File: config.mk
export PLATFORM = sky130hd
export DESIGN_NAME = eth_metadata_queue
export DESIGN_NICKNAME = d
export VERILOG_FILES = /design/src/rtl/eth_metadata_queue.sv
export SDC_FILE = /design/constraint.sdc
export NUM_CORES = 1
export LEC_CHECK = 0
export ABC_AREA = 1
export CAP_MARGIN = 20
export CORE_MARGIN = 5
export CORE_UTILIZATION = 43
export DETAILED_ROUTE_END_ITERATION = 12
export GPL_TIMING_DRIVEN = 0
export PLACE_DENSITY = 0.61
export SLEW_MARGIN = 15
export SYNTH_ARGS = -nofsm -noshare
export SYNTH_HDL_FRONTEND = slang
export SYNTH_SLANG_ARGS = --single-unit
File: constraint.sdc
create_clock -name clk -period 12.7 [get_ports clk]
set_input_delay 2.54 -clock clk [delete_from_list [all_inputs] [get_ports clk]]
set_output_delay 2.54 -clock clk [all_outputs]
set_load 0.02 [all_outputs]
File: src/rtl/eth_metadata_queue.sv
// ============================================================================
// eth_metadata_queue: per-frame metadata capture plus a DEPTH-entry FWFT queue.
// Optional macro META_DROP_CNT_EN builds the saturating drop counter.
// Revision: 1.0
// ============================================================================
`default_nettype none

package eth_metadata_pkg;
  typedef logic [47:0] mac_addr_t;
  typedef logic [15:0] ethertype_t;

  typedef struct packed {
    mac_addr_t  dest_mac;
    mac_addr_t  src_mac;
    logic       vlan_present;
    logic [11:0] vlan_id;
    ethertype_t resolved_ethertype;
    logic [4:0] l2_header_len;
    logic       is_ipv4;
    logic       is_ipv6;
    logic       is_arp;
    logic       is_unknown;
  } eth_metadata_t;
endpackage

module eth_metadata_queue
  import eth_metadata_pkg::*;
#(
  parameter int DEPTH = 4,
  parameter int CNT_W = 16
) (
  input  logic                         clk,
  input  logic                         rst,
  input  logic                         frame_start_i,
  input  logic                         frame_end_i,
  input  logic                         frame_error_i,
  input  logic                         fields_valid_i,
  input  mac_addr_t                    dest_mac_i,
  input  mac_addr_t                    src_mac_i,
  input  logic                         vlan_valid_i,
  input  logic                         vlan_present_i,
  input  logic [11:0]                  vlan_id_i,
  input  ethertype_t                   resolved_ethertype_i,
  input  logic [4:0]                   l2_header_len_i,
  input  logic                         proto_valid_i,
  input  logic                         is_ipv4_i,
  input  logic                         is_ipv6_i,
  input  logic                         is_arp_i,
  input  logic                         is_unknown_i,
  output eth_metadata_t                m_metadata_o,
  output logic                         m_valid_o,
  input  logic                         m_ready_i,
  output logic [$clog2(DEPTH+1)-1:0]   fill_level_o,
  output logic                         overflow_o,
  output logic [CNT_W-1:0]             drop_count_o
);

  localparam int c_PTR_W = $clog2(DEPTH);
  localparam int c_LVL_W = $clog2(DEPTH + 1);
  localparam logic [c_LVL_W-1:0] c_FULL = c_LVL_W'(DEPTH);

  typedef enum logic [1:0] {
    S_IDLE     = 2'd0,
    S_COLLECT  = 2'd1,
    S_CAPTURED = 2'd2
  } state_t;

  state_t              state_q, state_d;
  eth_metadata_t       stage_q, stage_d;
  eth_metadata_t       mem_q [DEPTH];
  logic [c_PTR_W-1:0]  wr_ptr_q, rd_ptr_q;
  logic [c_LVL_W-1:0]  count_q;
  logic                overflow_q;

  eth_metadata_t       w_cur_rec;
  eth_metadata_t       w_push_rec;
  logic                w_all_valid;
  logic                w_push;
  logic                w_pop;
  logic                w_full;
  logic                w_wr_en;
  logic                w_drop;

  assign w_cur_rec = '{
    dest_mac:           dest_mac_i,
    src_mac:            src_mac_i,
    vlan_present:       vlan_present_i,
    vlan_id:            vlan_id_i,
    resolved_ethertype: resolved_ethertype_i,
    l2_header_len:      l2_header_len_i,
    is_ipv4:            is_ipv4_i,
    is_ipv6:            is_ipv6_i,
    is_arp:             is_arp_i,
    is_unknown:         is_unknown_i
  };

  assign w_all_valid = fields_valid_i && vlan_valid_i && proto_valid_i;

  // A closing frame (end or error) is resolved before a same-cycle frame_start opens the next one.
  always_comb begin
    state_d    = state_q;
    stage_d    = stage_q;
    w_push     = 1'b0;
    w_push_rec = stage_q;
    case (state_q)
      S_IDLE: begin
        if (frame_start_i) state_d = S_COLLECT;
      end
      S_COLLECT, S_CAPTURED: begin
        if (frame_error_i) begin
          state_d = frame_start_i ? S_COLLECT : S_IDLE;
        end else if (frame_end_i) begin
          if (state_q == S_CAPTURED) begin
            w_push = 1'b1;
          end else if (w_all_valid) begin
            w_push     = 1'b1;
            w_push_rec = w_cur_rec;
          end
          state_d = frame_start_i ? S_COLLECT : S_IDLE;
        end else if (frame_start_i) begin
          state_d = S_COLLECT;
        end else if (state_q == S_COLLECT && w_all_valid) begin
          stage_d = w_cur_rec;
          state_d = S_CAPTURED;
        end
      end
      default: state_d = S_IDLE;
    endcase
  end

  assign m_valid_o    = (count_q != '0);
  assign w_pop        = m_valid_o && m_ready_i;
  assign w_full       = (count_q == c_FULL);
  assign w_wr_en      = w_push && (!w_full || w_pop);
  assign w_drop       = w_push && w_full && !w_pop;
  assign m_metadata_o = m_valid_o ? mem_q[rd_ptr_q] : '0;
  assign fill_level_o = count_q;
  assign overflow_o   = overflow_q;

  always_ff @(posedge clk or posedge rst) begin
    if (rst) begin
      state_q    <= S_IDLE;
      stage_q    <= '0;
      wr_ptr_q   <= '0;
      rd_ptr_q   <= '0;
      count_q    <= '0;
      overflow_q <= 1'b0;
    end else begin
      state_q    <= state_d;
      stage_q    <= stage_d;
      overflow_q <= w_drop;
      if (w_wr_en) wr_ptr_q <= wr_ptr_q + c_PTR_W'(1);
      if (w_pop)   rd_ptr_q <= rd_ptr_q + c_PTR_W'(1);
      case ({w_wr_en, w_pop})
        2'b10:   count_q <= count_q + c_LVL_W'(1);
        2'b01:   count_q <= count_q - c_LVL_W'(1);
        default: count_q <= count_q;
      endcase
    end
  end

  always_ff @(posedge clk) begin
    if (w_wr_en) mem_q[wr_ptr_q] <= w_push_rec;
  end

`ifdef META_DROP_CNT_EN
  logic [CNT_W-1:0] drop_q;

  always_ff @(posedge clk or posedge rst) begin
    if (rst) begin
      drop_q <= '0;
    end else if (w_drop && (drop_q != '1)) begin
      drop_q <= drop_q + CNT_W'(1);
    end
  end

  assign drop_count_o = drop_q;
`else
  assign drop_count_o = '0;
`endif

endmodule

`default_nettype wire

==> tab_implementation.tex <==
\begin{tabular}{lr}
\hline
Metric & Value \\
\hline
\multicolumn{2}{l}{\textbf{Timing}} \\
\quad Highest clock rate & 0.173 GHz \\
\quad Setup violation total in the final timing report & 0 \\
\quad Slew HR & 50.4\% \\
\quad Summed negative setup slack over all endpoints & 0 ps \\
\quad Largest clock skew in the final design & 22.2 ps \\
\quad Max Slew Vio Count & 0 \\
\quad Post-route fraction of the period consumed by the critical path & 45.6\% \\
\quad Unrepaired setup endpoints after global routing & false \\
\quad Final Hold Fails & 0 \\
\quad Slew at the pin with the worst max-slew slack & 744 ps \\
\quad Post-layout minimum cycle time & 5800 ps \\
\multicolumn{2}{l}{\textbf{Clock network}} \\
\quad Later-pin clock latency in the skew report & 600 ps \\
\quad Clock tree root buffer cell & sky130\_fd\_sc\_hd\_\_clkbuf\_16 \\
\quad Number of setup buffers added after CTS & 0 \\
\quad Hold\_buf cts & 0 \\
\quad Deepest level of the CTS H-tree & 3 \\
\quad Clock edge transition at the registers on the reported setup and hold paths & 60 ps \\
\quad Total number of clock tree sinks & 680 \\
\quad Post-CTS sizing & 0 \\
\quad Total clock buffers created by CTS & 72 \\
\quad CTS tree & done \\
\quad Max clock buf depth & 3 \\
\multicolumn{2}{l}{\textbf{Floorplan}} \\
\quad Die X-Extent & 266 µm \\
\quad I/O pin total & 298 \\
\quad Die area & 70600 µm² \\
\quad Die span in y & 266 µm \\
\quad Effective utilization at floorplan & 43.5\% \\
\quad Core region area & 64600 µm² \\
\quad Number of core rows & 93 \\
\multicolumn{2}{l}{\textbf{GRT}} \\
\quad Met2 Usage GRT & 36.6\% \\
\quad Overall fraction of global-route tracks in use & 22.2\% \\
\quad GR Util met3 & 4.25\% \\
\quad Global route hottest layer & met2 \\
\quad Total global routing overflow & 0 \\
\quad Global-route wire length before repair & 120 mm \\
\quad Number of global-route vias before repair & 19.9k \\
\quad Maximum number of pins on one net before global-route repair & 90 \\
\quad Antenna violations before repair & 2 \\
\quad Met1 routing resource usage after global routing & 30.0\% \\
\multicolumn{2}{l}{\textbf{Placement}} \\
\quad GPL Wtd Cong & 0.805 \\
\quad Port Buf Inserts & 281 \\
\quad Hpwl dp & 53.7 mm \\
\multicolumn{2}{l}{\textbf{Setup path}} \\
\quad Crit end category & primary output \\
\quad Highest fanout seen on the critical path & 10 \\
\quad Critical Path, Cell by Cell & buf\_4, inv\_4, buf\_4, clkbuf\_2, o21ai\_1, a21oi\_1, clkdlybuf4s50\_1 \\
\quad Delay of the slowest cell on the worst path & 720 ps \\
\quad Number of cells on the critical path & 7 \\
\quad Cells on worst reg2reg path & 9 \\
\quad Category of the most critical setup path & reg2out \\
\quad Kind of cell with the highest combined delay on the critical path & buffers and inverters \\
\quad Endpoint required time on the critical path & 10160 ps \\
\quad Slowest stage cell on the critical path & sky130\_fd\_sc\_hd\_\_clkdlybuf4s50\_1 \\
\quad CP dominant cell by count & sky130\_fd\_sc\_hd\_\_buf\_4 \\
\quad Setup slack of the most critical reg-to-reg path & 9800 ps \\
\quad Source of the worst register-to-register timing path & state\_q[0] \\
\quad Count of buffer and inverter cells on the critical path & 5 \\
\quad Reg-to-Reg End & mem\_q[3][59] \\
\quad Critical path startpoint category & flip-flop \\
\quad Arrival time of data at the critical path endpoint & 3260 ps \\
\multicolumn{2}{l}{\textbf{Yosys}} \\
\quad Yosys warns & 0 \\
\quad Cell variety after synth & 27 \\
\quad Number of synthesized flops with an enable pin & 536 \\
\quad Most used flip-flop cell after synthesis & sky130\_fd\_sc\_hd\_\_edfxtp\_1 \\
\quad Number of storage elements in the synthesis netlist & 680 \\
\quad Number of instances in the synthesized netlist & 2546 \\
\quad Sequential element share of the synthesized area & 70.1\% \\
\quad Proportion of synthesized flip-flops having asynchronous set or reset & 21.2\% \\
\quad Mean area per synthesized cell & 11.0 µm² \\
\quad Post-synthesis cell area & 28100 µm² \\
\multicolumn{2}{l}{\textbf{Pwr}} \\
\quad Static power due to leakage & 13.3 nW \\
\quad P per Cell Area & 229 nW/µm² \\
\quad Post-layout total power & 8.02 mW \\
\quad Peak supply drop & 0.131 mV \\
\multicolumn{2}{l}{\textbf{Routing}} \\
\quad Total routed wirelength & 80.9 mm \\
\quad Vias after detailed routing & 20.2k \\
\quad Drt wl/cell & 21.0 µm \\
\quad First DRT Iteration DRCs & 1839 \\
\quad Post-DR vias/cell & 5.24 \\
\quad Detail Route Antenna Nets & 0 \\
\quad First-pass iteration count of the detailed router & 6 \\
\quad Number of remaining DRC errors & 0 \\
\multicolumn{2}{l}{\textbf{Cells and area}} \\
\quad \# nets final & 3097 \\
\quad Filler Cell Count & 5451 \\
\quad Area delta synth->final & 24.8\% \\
\quad Fraction of final layout cells with drive strength greater than 1 & 9.46\% \\
\quad Count of inserted antenna diode cells & 0 \\
\multicolumn{2}{l}{\textbf{Run status}} \\
\quad Run status & finished clean \\
\multicolumn{2}{l}{\textbf{Min path}} \\
\quad Worst hold path depth & 2 \\
\quad Worst min-delay path class & reg2reg \\
\quad Startpoint of the worst hold path & stage\_q[120] \\
\quad Hold Crit Endpoint & stage\_q[120] \\
\multicolumn{2}{l}{\textbf{Flow run}} \\
\quad Total of max-cap violations & 0 \\
\hline
\end{tabular}
[synthesized netlist by cell type (5+ instances only)]
| master | count | area, µm² |
|---|---|---|
| sky130_fd_sc_hd__a21oi_1 | 137 | 686 |
| sky130_fd_sc_hd__buf_2 | 61 | 305 |
| sky130_fd_sc_hd__buf_4 | 37 | 278 |
| sky130_fd_sc_hd__buf_6 | 27 | 304 |
| sky130_fd_sc_hd__clkbuf_1 | 33 | 124 |
| sky130_fd_sc_hd__clkbuf_2 | 15 | 75.1 |
| sky130_fd_sc_hd__dfrtp_1 | 144 | 3600 |
| sky130_fd_sc_hd__edfxtp_1 | 536 | 16100 |
| sky130_fd_sc_hd__ha_1 | 8 | 100 |
| sky130_fd_sc_hd__inv_1 | 153 | 574 |
| sky130_fd_sc_hd__nand2_1 | 285 | 1070 |
| sky130_fd_sc_hd__nand3_1 | 5 | 25.0 |
| sky130_fd_sc_hd__nor2_1 | 549 | 2060 |
| sky130_fd_sc_hd__o21ai_0 | 201 | 1010 |
| sky130_fd_sc_hd__o21ai_1 | 336 | 1680 |
[cell usage in the layout, fill, tap and decap left out, types with 2 or more instances in the layout]
cell,instances
sky130_fd_sc_hd__inv_6,4
sky130_fd_sc_hd__edfxtp_1,536
sky130_fd_sc_hd__inv_1,152
sky130_fd_sc_hd__dfrtp_1,144
sky130_fd_sc_hd__nand3_1,5
sky130_fd_sc_hd__nor2_1,545
sky130_fd_sc_hd__clkdlybuf4s50_1,281
sky130_fd_sc_hd__nor2_4,5
sky130_fd_sc_hd__buf_12,13
sky130_fd_sc_hd__buf_6,27
sky130_fd_sc_hd__clkbuf_16,75
sky130_fd_sc_hd__buf_1,3
sky130_fd_sc_hd__clkbuf_1,57
sky130_fd_sc_hd__ha_1,8
sky130_fd_sc_hd__buf_16,16
sky130_fd_sc_hd__clkbuf_8,13
sky130_fd_sc_hd__nand2_1,285
sky130_fd_sc_hd__clkinv_1,6
sky130_fd_sc_hd__nand4_1,2
sky130_fd_sc_hd__o21ai_1,336
sky130_fd_sc_hd__buf_4,37
sky130_fd_sc_hd__a21oi_1,137
sky130_fd_sc_hd__o21ai_0,201
sky130_fd_sc_hd__buf_2,61
sky130_fd_sc_hd__inv_2,3
sky130_fd_sc_hd__xor2_1,3
sky130_fd_sc_hd__clkbuf_2,15
sky130_fd_sc_hd__conb_1,16
sky130_fd_sc_hd__clkinv_2,8
[report_power, final]
group          leakage (nW)  switching [mW]  internal, mW
registers              6.89          0.0707          2.66
clock network          1.13           0.851          1.19
logic                  5.26            2.05          1.21
[area by class of cell]
type,count,area (µm²),area share (%)
sequential,680,19700,56.1
timing repair buffer,310,3510,10.0
inverter,157,599,1.71
clock inverter,20,144,0.410
multi-input combinational,1548,6820,19.4
buffer,176,1100,3.13
tap,855,1070,3.05
clock buffer,112,2150,6.12
[routing by layer]
layer	routed length, µm	part of all wire [%]
met4	2340	2.9
met5	0	0
met2	39000	48
met3	5960	7.4
met1	33600	42
[how the worst max path moves through the flow]
stage / endpoint / from / slack (ps)
3_5_place_dp: mem_q[3][57] / m_ready_i / 7480
2_1_floorplan: mem_q[0][0] / frame_error_i / 3540
4_1_cts: m_metadata_o[2] / rd_ptr_q[0] / 6940
6_report: m_metadata_o[2] / rd_ptr_q[0] / 6900
5_1_grt: m_metadata_o[2] / rd_ptr_q[0] / 6890
3_3_place_gp: mem_q[1][71] / m_ready_i / -2210
[metrics by stage]
stage / instances / setup WS, ps / hold WS (ps) / cell area, µm² / utilization [%]
2_1_floorplan: 2561 / 3540 / 453 / 28200 / -
3_3_place_gp: 3697 / -2210 / 466 / 32100 / 49.6
3_5_place_dp: 3726 / 7480 / 473 / 32800 / 50.8
4_1_cts: 3858 / 6940 / 488 / 35100 / 54.3
5_1_grt: 3858 / 6890 / 498 / 35100 / 54.3
6_report: 3858 / 6900 / 487 / 35100 / 54.3
[kinds of logic after synthesis]
| logic type | count (synthesis) | share of synthesized area (%) |
|---|---|---|
| other | 1 | 0.0133 |
| adders and majority gates | 9 | 0.427 |
| buffers and inverters | 333 | 6.01 |
| DFF | 680 | 70.1 |
| and+or+nand+nor | 845 | 11.4 |
| xor gates and xnor gates | 3 | 0.0935 |
| AOI/OAI and AO/OA | 675 | 12.0 |
[flip-flops by register name, summed over array words and instances (netlist names)]
register	count
fill_level_o	3
mem_q	536
overflow_o	1
rd_ptr_q	2
stage_q	134
state_q	2
wr_ptr_q	2
[worst register-to-register path, cell delays in order (launching register included)]
cell	delay (ps)
sky130_fd_sc_hd__dfrtp_1	390
sky130_fd_sc_hd__inv_1	90
sky130_fd_sc_hd__ha_1	330
sky130_fd_sc_hd__inv_1	80
sky130_fd_sc_hd__nor2_4	150
sky130_fd_sc_hd__nand3_2	270
sky130_fd_sc_hd__nor2_4	580
sky130_fd_sc_hd__buf_12	280
sky130_fd_sc_hd__buf_12	230
sky130_fd_sc_hd__buf_16	190
No activity file was read; power rests on OpenSTA's default activity.
